$ cat src/rtl/itf_pkg.sv
// Shared definitions for the off-chip port controller: FSM encoding,
// command-word field layout and DMA direction codes.
package itf_pkg;

    typedef enum logic [2:0] {
        ST_IDLE = 3'd0,
        ST_CFG  = 3'd1,
        ST_CMD  = 3'd2,
        ST_IN   = 3'd3,
        ST_OUT  = 3'd4,
        ST_DONE = 3'd5
    } state_e;

    // Command word layout: {zero pad, len, addr, dir}
    localparam int CMD_DIR_BIT         = 0;
    localparam int CMD_ADDR_LSB        = 1;
    localparam int DEF_DRAM_ADDR_WIDTH = 32;
    localparam int CMD_LEN_LSB         = CMD_ADDR_LSB + DEF_DRAM_ADDR_WIDTH;

    localparam logic DIR_IN  = 1'b0;
    localparam logic DIR_OUT = 1'b1;

    // Length field offset for a non-default address width.
    function automatic int cmd_len_lsb(input int addr_w);
        return CMD_ADDR_LSB + addr_w;
    endfunction

endpackage

$ cat src/rtl/itf_port_ctrl_cnt.sv
// Remaining-beat counter: loads a default value, decrements on each beat
// and saturates at zero so it never wraps.
module itf_port_ctrl_cnt #(
    parameter int WIDTH = 16
) (
    input  logic             clk,
    input  logic             rst_n,
    input  logic             i_load,
    input  logic [WIDTH-1:0] i_default,
    input  logic             i_dec,
    output logic [WIDTH-1:0] o_cnt
);

    logic [WIDTH-1:0] r_cnt;

    always_ff @(posedge clk) begin
        if (!rst_n) begin
            r_cnt <= '0;
        end else if (i_load) begin
            r_cnt <= i_default;
        end else if (i_dec && (r_cnt != '0)) begin
            r_cnt <= r_cnt - WIDTH'(1);
        end
    end

    assign o_cnt = r_cnt;

endmodule

$ cat src/rtl/itf_port_ctrl.sv
// Chip-side controller for the off-chip data port: grants ISA configuration
// to one operator at a time and runs DMA command/data transfers.
module itf_port_ctrl
    import itf_pkg::*;
#(
    parameter int PORT_WIDTH      = 128,
    parameter int DRAM_ADDR_WIDTH = 32,
    parameter int OPNUM           = 6,
    parameter int LEN_WIDTH       = 16,
    localparam int IDX_W          = (OPNUM > 1) ? $clog2(OPNUM) : 1
) (
    input  logic                       clk,
    input  logic                       rst_n,
    output logic [OPNUM-1:0]           O_CfgRdy,
    input  logic                       I_ISAVld,
    output logic                       O_DatOE,
    output logic                       O_CmdVld,
    input  logic [PORT_WIDTH-1:0]      I_Dat,
    output logic [PORT_WIDTH-1:0]      O_Dat,
    input  logic                       I_DatVld,
    output logic                       O_DatVld,
    input  logic                       I_DatRdy,
    output logic                       O_DatRdy,
    input  logic [OPNUM-1:0]           I_CfgReq,
    input  logic [OPNUM-1:0]           I_CfgDone,
    output logic                       O_IsaVld,
    output logic [PORT_WIDTH-1:0]      O_IsaDat,
    output logic [IDX_W-1:0]           O_IsaIdx,
    input  logic                       I_IsaRdy,
    input  logic                       I_DmaReqVld,
    output logic                       O_DmaReqRdy,
    input  logic                       I_DmaDir,
    input  logic [DRAM_ADDR_WIDTH-1:0] I_DmaAddr,
    input  logic [LEN_WIDTH-1:0]       I_DmaLen,
    output logic [PORT_WIDTH-1:0]      O_RdDat,
    output logic                       O_RdVld,
    input  logic                       I_RdRdy,
    input  logic [PORT_WIDTH-1:0]      I_WrDat,
    input  logic                       I_WrVld,
    output logic                       O_WrRdy,
    output logic                       O_DmaDone
);

    localparam int LEN_LSB = cmd_len_lsb(DRAM_ADDR_WIDTH);

    state_e                     r_state;
    state_e                     w_state_next;
    logic                       r_req_rdy;
    logic [IDX_W-1:0]           r_grant;
    logic                       r_dir;
    logic [DRAM_ADDR_WIDTH-1:0] r_addr;
    logic [LEN_WIDTH-1:0]       r_len;

    logic [IDX_W-1:0]           w_grant_enc;
    logic [OPNUM-1:0]           w_grant_oh;
    logic [PORT_WIDTH-1:0]      w_cmd;
    logic                       w_cnt_load;
    logic                       w_beat;
    logic [LEN_WIDTH-1:0]       w_cnt;
    logic                       w_dma_acc;
    logic                       w_cfg_acc;

    // Lowest requesting operator wins the grant.
    always_comb begin
        w_grant_enc = '0;
        for (int i = OPNUM - 1; i >= 0; i--) begin
            if (I_CfgReq[i]) begin
                w_grant_enc = IDX_W'(i);
            end
        end
    end

    genvar gi;
    generate
        for (gi = 0; gi < OPNUM; gi++) begin : g_grant_oh
            assign w_grant_oh[gi] = (r_grant == IDX_W'(gi));
        end
    endgenerate

    always_comb begin
        w_cmd = '0;
        w_cmd[CMD_DIR_BIT]                     = r_dir;
        w_cmd[CMD_ADDR_LSB +: DRAM_ADDR_WIDTH] = r_addr;
        w_cmd[LEN_LSB +: LEN_WIDTH]            = r_len;
    end

    assign w_dma_acc  = (r_state == ST_IDLE) && r_req_rdy && I_DmaReqVld;
    assign w_cfg_acc  = (r_state == ST_IDLE) && r_req_rdy && !I_DmaReqVld && (|I_CfgReq);
    assign w_cnt_load = (r_state == ST_CMD) && I_DatRdy;

    always_comb begin
        w_beat = 1'b0;
        if (r_state == ST_IN) begin
            w_beat = I_DatVld && I_RdRdy;
        end else if (r_state == ST_OUT) begin
            w_beat = I_WrVld && I_DatRdy;
        end
    end

    itf_port_ctrl_cnt #(
        .WIDTH (LEN_WIDTH)
    ) u_beat_cnt (
        .clk       (clk),
        .rst_n     (rst_n),
        .i_load    (w_cnt_load),
        .i_default (r_len),
        .i_dec     (w_beat),
        .o_cnt     (w_cnt)
    );

    // Ready is held low for the first cycle after reset so that every
    // output reads zero while and directly after reset is applied.
    always_ff @(posedge clk) begin
        if (!rst_n) begin
            r_state   <= ST_IDLE;
            r_req_rdy <= 1'b0;
            r_grant   <= '0;
            r_dir     <= 1'b0;
            r_addr    <= '0;
            r_len     <= '0;
        end else begin
            r_state   <= w_state_next;
            r_req_rdy <= (w_state_next == ST_IDLE);
            if (w_dma_acc) begin
                r_dir  <= I_DmaDir;
                r_addr <= I_DmaAddr;
                r_len  <= I_DmaLen;
            end else if (w_cfg_acc) begin
                r_grant <= w_grant_enc;
            end
        end
    end

    always_comb begin
        w_state_next = r_state;
        O_CfgRdy     = '0;
        O_DatOE      = 1'b0;
        O_CmdVld     = 1'b0;
        O_Dat        = '0;
        O_DatVld     = 1'b0;
        O_DatRdy     = 1'b0;
        O_IsaVld     = 1'b0;
        O_IsaDat     = '0;
        O_IsaIdx     = '0;
        O_DmaReqRdy  = 1'b0;
        O_RdDat      = '0;
        O_RdVld      = 1'b0;
        O_WrRdy      = 1'b0;
        O_DmaDone    = 1'b0;
        case (r_state)
            ST_IDLE: begin
                O_DmaReqRdy = r_req_rdy;
                if (w_dma_acc) begin
                    w_state_next = ST_CMD;
                end else if (w_cfg_acc) begin
                    w_state_next = ST_CFG;
                end
            end
            ST_CFG: begin
                O_CfgRdy = w_grant_oh;
                O_DatRdy = I_ISAVld && I_IsaRdy;
                O_IsaVld = I_ISAVld && I_DatVld;
                O_IsaDat = I_Dat;
                O_IsaIdx = r_grant;
                if (I_CfgDone[r_grant]) begin
                    w_state_next = ST_IDLE;
                end
            end
            ST_CMD: begin
                O_DatOE  = 1'b1;
                O_CmdVld = 1'b1;
                O_DatVld = 1'b1;
                O_Dat    = w_cmd;
                if (I_DatRdy) begin
                    if (r_len == '0) begin
                        w_state_next = ST_DONE;
                    end else if (r_dir == DIR_OUT) begin
                        w_state_next = ST_OUT;
                    end else begin
                        w_state_next = ST_IN;
                    end
                end
            end
            ST_IN: begin
                O_DatRdy = I_RdRdy;
                O_RdVld  = I_DatVld;
                O_RdDat  = I_Dat;
                if (w_beat && (w_cnt <= LEN_WIDTH'(1))) begin
                    w_state_next = ST_DONE;
                end
            end
            ST_OUT: begin
                O_DatOE  = 1'b1;
                O_DatVld = I_WrVld;
                O_Dat    = I_WrDat;
                O_WrRdy  = I_DatRdy;
                if (w_beat && (w_cnt <= LEN_WIDTH'(1))) begin
                    w_state_next = ST_DONE;
                end
            end
            ST_DONE: begin
                O_DmaDone    = 1'b1;
                w_state_next = ST_IDLE;
            end
            default: begin
                w_state_next = ST_IDLE;
            end
        endcase
    end

endmodule
$ cat config.mk
export PLATFORM = sky130hd
export DESIGN_NAME = itf_port_ctrl
export DESIGN_NICKNAME = d
export VERILOG_FILES = /design/src/rtl/itf_pkg.sv /design/src/rtl/itf_port_ctrl_cnt.sv /design/src/rtl/itf_port_ctrl.sv
export SDC_FILE = /design/constraint.sdc
export NUM_CORES = 1
export LEC_CHECK = 0
export CELL_PAD_IN_SITES_DETAIL_PLACEMENT = 1
export CELL_PAD_IN_SITES_GLOBAL_PLACEMENT = 1
export CORE_AREA = 2 2 284 286
export CTS_BUF_LIST = sky130_fd_sc_hd__clkbuf_8
export DETAILED_ROUTE_END_ITERATION = 7
export DIE_AREA = 0 0 286 288
export HOLD_SLACK_MARGIN = 0.06
export PLACE_DENSITY = 0.48
export RECOVER_POWER = 50
export SYNTH_ARGS = -nofsm -noshare
export SYNTH_HDL_FRONTEND = slang
export SYNTH_SLANG_ARGS = --single-unit
$ cat constraint.sdc
create_clock -name clk -period 5.9 [get_ports clk]
set_clock_uncertainty 0.1 [all_clocks]
set_input_delay 0.885 -clock clk [delete_from_list [all_inputs] [get_ports clk]]
set_output_delay 0.885 -clock clk [all_outputs]
set_load 0.02 [all_outputs]
Word-level counts from Yosys, hierarchy flattened. Cells that the tools add are included.

Register bits after elaboration: 72. Latch bits: 0. Memory bits (writable): 0. ROM bits: 0. Input bits: 326. Output and inout port bits: 402. Logic and storage cells: 77. Memories: 0.

$add $sub $neg: 1. $mul: 0. Div/mod/pow operators: 0. Order comparisons: 2. Equal/unequal tests: 10. Shift operators: 0. Mux-type cells: 34. Bitwise logic cells: 1. Reductions and logical operators: 22.

Operators by type and width (number): 2-to-1 mux 128 bit (2); one-hot mux 128 bit (2 select lines) (1); 2-to-1 mux 3 bit (14); 2-to-1 mux 16 bit (2); less-or-equal comparator 16 x 1 -> 1 bit, second input constant (1); logical NOT 16 bit (1); nonzero test 16 bit (1); subtractor 16 x 1 -> 16 bit, second input constant (1); equality test 3 x 2 -> 1 bit, second input constant (4); equality test 3 bit, second input constant (4); one-hot mux 3 bit (4 select lines) (1); logical AND 1 bit (11); 2-to-1 mux 1 bit (10); logical NOT 3 bit (3); equality test 3 x 1 -> 1 bit, second input constant (2); 2-to-1 mux 6 bit (1); OR reduction 6 bit (1); less-than comparator 3 x 4 -> 1 bit, second input constant (1); one-hot mux 1 bit (2 select lines) (2); OR reduction 2 bit (2); binary-select mux 1 bit (select 3 bit) (1); AND reduction 2 bit (1); nonzero test 2 bit (1); logical NOT 1 bit (1); NOT 1 bit (1).

Depth between registers and ports, before layout.
Depth after elaboration: 8. Depth in mapped cells: 8. Gate-level depth less buffers: 7.

Cells and area by module. Synthesis repeated with hierarchy kept, for this count alone.

Cell total of the unflattened synthesis: 860. Area total of the unflattened synthesis: 6241.0 µm².

By module, submodules not included: itf_port_ctrl (instances 1, cells each 734, area each 5247.5 µm², sequential area each 1121.1 µm²); itf_port_ctrl_cnt (instances 1, cells each 126, area each 993.5 µm², sequential area each 320.3 µm²).

Worst setup path before layout. No wires, ideal clock.

Path kind: register -> output. From: register r_state[0]. To: output port O_CfgRdy[5]. Arrival time: 1.785 ns. Data required time: 4.915 ns. Slack: 3.130 ns. Cell stages (with the launch flop): 6. Path buffers: 2. Cell sequence: dfxtp_1 clkbuf_2 nor3b_2 clkbuf_1 nand2_1 nor3b_1.

Longest elaborated chain between the ends: 2.

Ends and longest elaborated chain: start: declaration (RTL line itf_port_ctrl.sv:46) `state_e r_state;`; start signal: assignment (RTL line itf_port_ctrl.sv:122) `r_state <= w_state_next;`; equality test 3 x 1 -> 1 bit (RTL line itf_port_ctrl.sv:150) `case (r_state)`; 2-to-1 mux 6 bit (RTL line itf_port_ctrl.sv:150); end: declaration (RTL line itf_port_ctrl.sv:14) `output logic [OPNUM-1:0] O_CfgRdy,`.

Every way passes these cells.

Final worst setup path. Ends and elaborated chain as after synthesis.

==> results by group <==
Clock network
  – Hold buffer count at cts: 0
  – # clock sinks: 72
  – Clock Pin Slew Worst Setup and Hold Paths: 0.09 ns
  – Post_cts resized: 0
  – Clk buf depth: 2
  – Clk Latency, worst-skew pair: ~0.40 ns
  – Inserted Clock Buffers: 9
  – Root buffer cell: clkbuf_8
  – Setup Buffers After CTS: 0
  – CTS tree: done
  – H-tree Lvls: 3

Placed design
  – Placed cells: 2565
  – Placed Area: 0.0146 sq mm
  – Detailed placer's ending HPWL: 52.7 mm
  – Port-buffer cells: 727
  – DP Worst Slack: ~1.9 ns
  – Gp weighted congestion: 0.786

STA
  – Count of final hold-check violations: 0
  – Hold_ws: 0.376 ns
  – Max transition margin: -35.7%
  – Final Max Slew Viols: 228
  – Setup TNS: 0 ns
  – Final worst slack: 0.997 ns
  – RSZ-0062 raised after global routing: no
  – Setup Viol. Count Final: 0
  – Fin crit period: roughly 4.9 ns
  – Final worst-path cycle share: around 83%
  – Least-Margin Pin Slew: 2.03 ns
  – Fmax: 0.204 GHz

Logic synthesis
  – Ys async rst share: 0%
  – Most common cell in the netlist: and2_1
  – Sequential area share after synthesis: 23.4%
  – Synth Register Bits: 72
  – Yosys cell types: 58
  – Synthesized area: 0.00617 sq mm
  – Yosys warning total: 0
  – Synth top area share: 34.8%
  – Synthesized area per cell: 7.29 sq um
  – Commonest cells in the netlist: and2_1, nand2_1, dfxtp_1
  – Post-Syn Instances: 846
  – Post-synth EDFFs: 0
  – Syn_nets: 1175
  – Post-synth top area cell: and2_1
  – Synth area leaders: and2_1, dfxtp_1, a22o_1, a21boi_0, nand2_1
  – Primary FF master, synth: dfxtp_1

Status
  – Status: finished with violations
  – Violated checks: capacitance limit, slew limit

Critical path
  – Crit path required time: 4.91 ns
  – Critical Path Start: r_state[0]
  – Startpoint Class: flip-flop
  – Crit Path Max Fanout: 40
  – R2r startpoint: r_state[1]
  – Critical path capture point type: primary output
  – WP data arrival: 3.92 ns
  – Kind of critical path: flip-flop to primary output

Min path
  – Hold wc startpoint: r_addr[14]
  – Worst hold path class: flip-flop to flip-flop

Floorplanning
  – Chip Height: 288 microns
  – Num rows: between 100 and 150
  – Initial Utilization: 7.75%
  – Die Area: 0.0824 sq mm
  – Number of I/O pins: roughly 730
  – Core Box Area: 0.0796 sq mm
  – Die width: 286 microns

Final layout
  – Share of cells above drive strength 1: 2.43%
  – Nets: 1845
  – Final Instance Area: 0.0147 sq mm
  – Fillers: 9489
  – Final instance count without filler cells: 2586
  – Layout area overhead: 139%

Global route
  – Largest net degree at the start of global routing: 111
  – Vias in the first global route: 9348
  – First-pass GRT wire length: 79.2 mm
  – Antenna violations before repair: 9
  – Total congestion overflow: 0
  – GR Util All Layers: 13.8%

Drt
  – Vias: 8634
  – DRC Markers: 0
  – DRT Wirelength: 59.9 mm
  – TritonRoute pass-1 iters: 6
  – Routed Antenna Nets: 0
  – Initial DRC count: 354
  – Routed vias/inst: 3.34
  – Wire length per cell: 23.2 microns

Power
  – P_leak: 5.47 nW
  – Worst vdd ir: 84.1 uV
  – Power density over the cells: 204 mW/mm^2

Flow run
  – Max Cap Violations: 4
[stage by stage]
step           power (W)  util [%]
2_1_floorplan    0.00158         -
3_3_place_gp     0.00263      18.3
3_5_place_dp     0.00264      18.3
4_1_cts          0.00315      18.6
5_1_grt          0.00322      18.5
6_report         0.00301      18.5
[power by group]
part,internal [W],switching (W),total [W]
clock network,0.000239,0.000237,0.000476
registers,0.000564,0.0000942,0.000658
logic,0.000830,0.00105,0.00188
[metal layers]
| layer | vias to the layer above | GRT usage (%) | wire length [microns] |
|---|---|---|---|
| met5 | - | 0 | 0 |
| met4 | 0 | 0.982 | 221 |
| met3 | 16 | 4.62 | 5180 |
| met2 | 339 | 23.7 | 29400 |
| met1 | 4133 | 17.3 | 25100 |
| li1 | 4146 | - | - |
[worst paths after layout]
check | to | slack (ns) | depth (start not counted)
hold / removal | r_addr[14] | 0.38 | 2
setup / recovery | O_CfgRdy[5] | 1.0 | 5
setup reg to reg | r_req_rdy | 1.44 | 6
hold reg to reg | r_addr[14] | 0.38 | 2
[final cells by class]
type	instances	area (sq um)	area share (%)
diodes	5	12.5	0.0850
clock buffers	9	124	0.841
clock inverters	7	95.1	0.646
inverters	8	30.0	0.204
multi-input cells	687	4340	29.5
flip-flops and latches	72	1440	9.79
well taps	1060	1330	9.01
repair buffers	738	7360	50.0
[state kept, by name, indices dropped and copies added, names as in the netlist]
register          flops
r_addr               32
r_dir                 1
r_grant               3
r_len                16
r_req_rdy             1
r_state               3
u_beat_cnt.o_cnt     16
[layout by cell type (no fill, tap or decap), drive strengths merged, types with 7 or more instances in the layout]
cell type and count:
nand4 7, a21boi 55, nand2 110, inv 9
o21ai 15, dfxtp 72, nor2 7, a22o 49
and2 343, a21oi 16, nor4 9, clkbuf 11
dlygate4sd3 116, buf 10, clkdlybuf4s50 610
[critical path, cell delays in order, from the launching register on]
cell and delay (ns):
dfxtp_1 0.49, nor3b_4 0.66, clkbuf_1 1.20, nand2_1 0.26, nor3b_1 0.24, clkdlybuf4s50_1 0.66
[logic make-up (layout without fill, tap and decap cells)]
group / count (synthesis) / after routing / share of synthesized area [%]
DFF: 72 / 72 / 23.4
xor gates and xnor gates: 8 / 8 / 1.14
AOI/OAI and AO/OA: 158 / 158 / 19.6
muxes: 3 / 3 / 0.690
and+or+nand+nor: 515 / 515 / 49.0
adders and majority gates: 3 / 3 / 0.608
other: 0 / 5 / 0
buffers and inverters: 87 / 762 / 5.58
Power figures use the tool's default switching activity.
